<file path="src/rtl/contador_regressivo.sv">
// contador_regressivo: loadable down-counter with a small control FSM.
// Counts from a loaded value down to zero, pulses `fim` for one cycle at
// terminal count and can optionally reload itself for a periodic tick.
// Optional feature: define CONTADOR_REGRESSIVO_PRESCALER_EN to insert a
// prescaler so that each count step takes DIVISOR enabled cycles.
// All outputs are registered; reset is synchronous and active-high.
module contador_regressivo #(
  parameter int LARGURA = 5,
  parameter int DIVISOR = 4
) (
  input  logic               clk,
  input  logic               reset,
  input  logic               carga,
  input  logic [LARGURA-1:0] valor_inicial,
  input  logic               habilita,
  input  logic               pausa,
  input  logic               recarga,
  output logic [LARGURA-1:0] contagem,
  output logic               fim,
  output logic               ocupado
);

  typedef enum logic [1:0] {
    IDLE     = 2'd0,
    CONTANDO = 2'd1,
    PAUSADO  = 2'd2,
    FIM      = 2'd3
  } estado_t;

  localparam logic [LARGURA-1:0] ZERO_C = {LARGURA{1'b0}};
  localparam logic [LARGURA-1:0] UM_C   = {{(LARGURA-1){1'b0}}, 1'b1};

  estado_t            state_q, state_d;
  logic [LARGURA-1:0] contagem_q, contagem_d;
  logic [LARGURA-1:0] salvo_q, salvo_d;
  logic               fim_q, fim_d;
  logic               ocupado_q, ocupado_d;

  // One enabled, unpaused cycle spent counting (before any prescaling).
  logic               avanca_s;
  // Count step strobe: the counter moves down by one when this is high.
  logic               passo_s;

  // DIVISOR only matters with the prescaler, but an out-of-range value is
  // always a configuration mistake, so catch it at elaboration.
  if (DIVISOR < 2 || DIVISOR > 255) begin : g_divisor_invalido
    $error("contador_regressivo: DIVISOR must be in 2..255");
  end

  // Decide whether this cycle is an enabled counting cycle.
  always_comb begin
    avanca_s = 1'b0;
    if (state_q == CONTANDO && !carga && !pausa && habilita) begin
      avanca_s = 1'b1;
    end else begin
      avanca_s = 1'b0;
    end
  end

`ifdef CONTADOR_REGRESSIVO_PRESCALER_EN
  localparam int PW = (DIVISOR > 2) ? $clog2(DIVISOR) : 1;
  localparam logic [PW-1:0] PRESC_MAX_C = PW'(DIVISOR - 1);
  localparam logic [PW-1:0] PRESC_UM_C  = PW'(1);

  logic [PW-1:0] presc_q, presc_d;

  // Prescaler next value: cleared on load, on leaving FIM and on entering
  // PAUSADO; wraps to zero when it releases a count step.
  always_comb begin
    presc_d = presc_q;
    passo_s = 1'b0;
    if (carga) begin
      presc_d = {PW{1'b0}};
    end else if (state_q == FIM) begin
      presc_d = {PW{1'b0}};
    end else if (state_q == CONTANDO && pausa) begin
      presc_d = {PW{1'b0}};
    end else if (avanca_s) begin
      if (presc_q == PRESC_MAX_C) begin
        presc_d = {PW{1'b0}};
        passo_s = 1'b1;
      end else begin
        presc_d = presc_q + PRESC_UM_C;
      end
    end else begin
      presc_d = presc_q;
    end
  end

  // Prescaler register.
  always_ff @(posedge clk) begin
    if (reset) begin
      presc_q <= {PW{1'b0}};
    end else begin
      presc_q <= presc_d;
    end
  end
`else
  // Without the prescaler every enabled cycle is a count step.
  always_comb begin
    passo_s = avanca_s;
  end
`endif

  // Next-state, next-count and registered-output logic of the control FSM.
  always_comb begin
    state_d    = state_q;
    contagem_d = contagem_q;
    salvo_d    = salvo_q;
    if (carga) begin
      // A load restarts cleanly from any state and suppresses pending fim.
      contagem_d = valor_inicial;
      salvo_d    = valor_inicial;
      if (valor_inicial != ZERO_C) begin
        state_d = CONTANDO;
      end else begin
        state_d = FIM;
      end
    end else begin
      case (state_q)
        IDLE: begin
          state_d = IDLE;
        end
        CONTANDO: begin
          if (pausa) begin
            state_d = PAUSADO;
          end else if (passo_s) begin
            // Never decrement from zero: the last step lands on FIM.
            if (contagem_q > UM_C) begin
              contagem_d = contagem_q - UM_C;
              state_d    = CONTANDO;
            end else begin
              contagem_d = ZERO_C;
              state_d    = FIM;
            end
          end else begin
            state_d = CONTANDO;
          end
        end
        PAUSADO: begin
          // Resuming costs one cycle with no decrement.
          if (!pausa) begin
            state_d = CONTANDO;
          end else begin
            state_d = PAUSADO;
          end
        end
        FIM: begin
          if (recarga) begin
            // A saved value of zero keeps us in FIM, so fim stays high.
            contagem_d = salvo_q;
            if (salvo_q != ZERO_C) begin
              state_d = CONTANDO;
            end else begin
              state_d = FIM;
            end
          end else begin
            state_d = IDLE;
          end
        end
        default: begin
          state_d    = IDLE;
          contagem_d = ZERO_C;
        end
      endcase
    end

    fim_d     = (state_d == FIM);
    ocupado_d = (state_d == CONTANDO) || (state_d == PAUSADO);
  end

  // FSM, count, saved-value and output registers; reset beats everything.
  always_ff @(posedge clk) begin
    if (reset) begin
      state_q    <= IDLE;
      contagem_q <= ZERO_C;
      salvo_q    <= ZERO_C;
      fim_q      <= 1'b0;
      ocupado_q  <= 1'b0;
    end else begin
      state_q    <= state_d;
      contagem_q <= contagem_d;
      salvo_q    <= salvo_d;
      fim_q      <= fim_d;
      ocupado_q  <= ocupado_d;
    end
  end

  assign contagem = contagem_q;
  assign fim      = fim_q;
  assign ocupado  = ocupado_q;

endmodule

</file>
<file path="config.mk">
export PLATFORM = sky130hd
export DESIGN_NAME = contador_regressivo
export DESIGN_NICKNAME = d
export VERILOG_FILES = /design/src/rtl/contador_regressivo.sv
export SDC_FILE = /design/constraint.sdc
export NUM_CORES = 1
export LEC_CHECK = 0
export CORE_AREA = 4 4 55 57
export CTS_CLUSTER_SIZE = 16
export DETAILED_ROUTE_END_ITERATION = 6
export DIE_AREA = 0 0 59 61
export PLACE_DENSITY = 0.67
export SYNTH_ARGS = -nofsm -noshare
export SYNTH_HDL_FRONTEND = slang
export SYNTH_SLANG_ARGS = --single-unit
</file>
<file path="constraint.sdc">
create_clock -name clk -period 1.7 [get_ports clk]
set_input_delay 0.34 -clock clk [delete_from_list [all_inputs] [get_ports clk]]
set_output_delay 0.34 -clock clk [all_outputs]
set_load 0.02 [all_outputs]
</file>
==> metrics.txt <==
status complete, but fails checks; failing checks setup timing; Die ar. 0.00360 mm^2; site row count 18; Placer Congestion 0.836; Yosys warnings 0; skew final 0.0111 ns; maxcap violations 0; Worst-Margin Slew 0.374 ns; post-route ant nets 0; Main synth FF type dfxtp_1; internal power 0.623 mW; slowest CP cell or4_4; Post-synth EDFFs 0; Die Y 61 um; Tot GR Track Use 14.4%; die width 59 um; Worst Path Max Fanout 2; clock slew at reported path FFs 0.10 ns; htree depth 1; Comb pwr share 29.8%; Net Count, Synth 114; fin worst setup slack -0.0444 ns; fin util 51.8%; largest net degree at the start of global routing 23; register area share after synthesis 33.3%; register share of total power 41.4%; CTS hold repair buffers 0; # setup viols final 1; Gate Count Post-Synth 100; cts bufs inserted 3; clock sink count 14; io pins 18; crit path time final 1.74 ns; HP Start contagem[4]$_SDFFE_PP0P_; placed insts 164; Hold Path Depth 2; highest-count cells in the layout ignoring fill and taps buf_4, nor2_1, dfxtp_1, clkdlybuf4s50_1, a21oi_1; clock buffer depth 2; crit start category flop; initial antenna violation count 0; R2R cell count 6; period utilisation layout 103%; CTS tree built; Syn Area/Cell 8.41 um^2; RSZ-0062 raised after global routing true; pwr/cell area 698 mW/mm^2; FF-to-FF End ocupado$_SDFF_PP0_; CP Data Arrival Time 1.94 ns; Yosys reg bits 14; reg-to-reg slack, setup -0.04 ns; Post-DP HPWL 1.74 mm; switch share 30.5%; GRT Residual Overflow 0; Setup Fix Bufs, Post-CTS 0; slowest stage delay, CP 0.54 ns; final net count 153; share of layout cells above drive strength 1 27.5%; met3 Usage GRT 3.40%; count of different cell masters after synthesis 42; CP Capture Type flop; Cell Area, Synth 841 um^2; crit-path cells or4_4 -> o41ai_4 -> nor3_2 -> a21oi_1 -> ha_1 -> nor2b_1; DR iter-0 viols 26; count of pins over their slew limit 0; CTS root buf clkbuf_4; routing usage on met1 17.4%; Vias/cell 5.22; clock latency on the worst-skew pair 0.30 ns; RR Startpoint salvo_q[0]$_SDFFE_PP0P_; HP Class reg2reg; Antenna Cells 0; drt pass-1 iters 4; Slew HR 74.4%; Residual DRC 0; Static Leak 0.581 nW; Worst Hold Margin 0.521 ns; IO buf count 17; DR WL/cell 13.7 um; met2 usage 22.7%; hold worst-path end contagem[4]$_SDFFE_PP0P_; Initial Utilization 33.9%; peak supply drop 0.000360 V; area delta synth->final 52.5%; WP data required 1.90 ns; Clock power frac 28.8%; asr flop ratio synth 0%; Setup CP Type reg2reg; fmax 573 MHz; Core Area 0.00248 mm^2; gr busiest metal met2; vias in the first global route 864; setup TNS -0.0444 ns; Net Switching 0.273 mW; Hold Vio Cnt, Final 0; wire length of the first global-routing pass 3.80 mm; WL final 2.31 mm; vias 877; most common cell after layout, fill and taps aside buf_4; Final Non-Filler Cells 168
[cell families (layout without fill, tap and decap cells)]
kind of cell,Yosys count,count (layout),synth area share (%)
adder cells (fa/ha/maj),3,3,4.46
flip-flops,14,14,33.3
buffers and inverters,9,47,4.46
AO/OA/AOI/OAI,26,26,23.8
multiplexers,3,3,3.57
XOR/XNOR,1,1,1.04
AND/OR/NAND/NOR,44,44,29.3
[power by group through the flow]
stage / Clock [mW] / Sequential (mW) / Combinational [mW]
after floorplan: 0 / 0.392 / 0.109
after global placement: 0 / 0.375 / 0.248
after detailed placement: 0 / 0.376 / 0.252
after CTS: 0.267 / 0.369 / 0.256
after global routing: 0.279 / 0.374 / 0.289
final: 0.258 / 0.371 / 0.267
[critical path, delay by kind of cell, from the launching register on]
kind                     cells  cell delay (ns)
AND/OR/NAND/NOR              3             0.74
AO/OA/AOI/OAI                2             0.35
flip-flops                   1             0.31
adder cells (fa/ha/maj)      1             0.24
[synth_stat cells, types with 2 or more instances]
master     instances  share of area (%)
ha_1               3                4.5
o32ai_1            2                2.1
a31oi_1            2                1.5
nor2b_1            6                4.5
a21oi_1            7                4.2
dfxtp_1           14                 33
and3_1             2                1.5
clkbuf_1           2               0.89
nand2_1            6                2.7
inv_1              5                2.2
nor2_1            12                5.4
nor3_1             2                1.2
or3_1              2                1.5
mux2i_1            3                3.6
a21o_1             2                1.8
and2_1             2                1.5
o21bai_1           2                1.8
a2111oi_0          2                2.1
[how the worst max path moves through the flow]
stage	start	slack (ns)	cells after the start	endpoint
3_3_place_gp	pausa	-0.20	7	ocupado$_SDFF_PP0_
3_5_place_dp	pausa	-0.24	7	ocupado$_SDFF_PP0_
6_report	salvo_q[0]$_SDFFE_PP0P_	-0.04	6	ocupado$_SDFF_PP0_
4_1_cts	salvo_q[0]$_SDFFE_PP0P_	-0.07	6	ocupado$_SDFF_PP0_
2_1_floorplan	contagem[1]$_SDFFE_PP0P_	-0.08	8	ocupado$_SDFF_PP0_
5_1_grt	contagem[1]$_SDFFE_PP0P_	-0.11	8	ocupado$_SDFF_PP0_
[per-stage QoR]
stage,cell area (um^2),total power [mW],worst slack [ns]
finish,1280,0.895,-0.0444
global route,1280,0.941,-0.115
CTS,1250,0.893,-0.0707
detailed placement,1200,0.628,-0.239
global placement,1200,0.623,-0.200
floorplan,851,0.501,-0.0779
[sequential cells by signal (all words and copies together) (netlist names)]
name,cells
contagem,5
fim,1
ocupado,1
salvo_q,5
state_q,2
[area by class of cell]
cell class / count / area (um^2)
Fill cell: 246 / 1190
Multi-Input combinational cell: 77 / 573
Timing Repair Buffer: 38 / 329
Sequential cell: 14 / 285
Tap cell: 30 / 37.5
Clock buffer: 4 / 36.3
Inverter: 5 / 21.3
[per-layer routing]
metal	vias to the layer above	part of all wire [%]
li1	444	-
met1	403	44
met2	25	47
met3	5	5.7
met4	0	2.5
met5	-	0
[timing repair]
item	CTS	global route
cloned	0	0
gates resized for setup	8	7
endpoints found under the setup margin	5	6
pin swaps	3	3
Power figures use the tool's default switching activity.
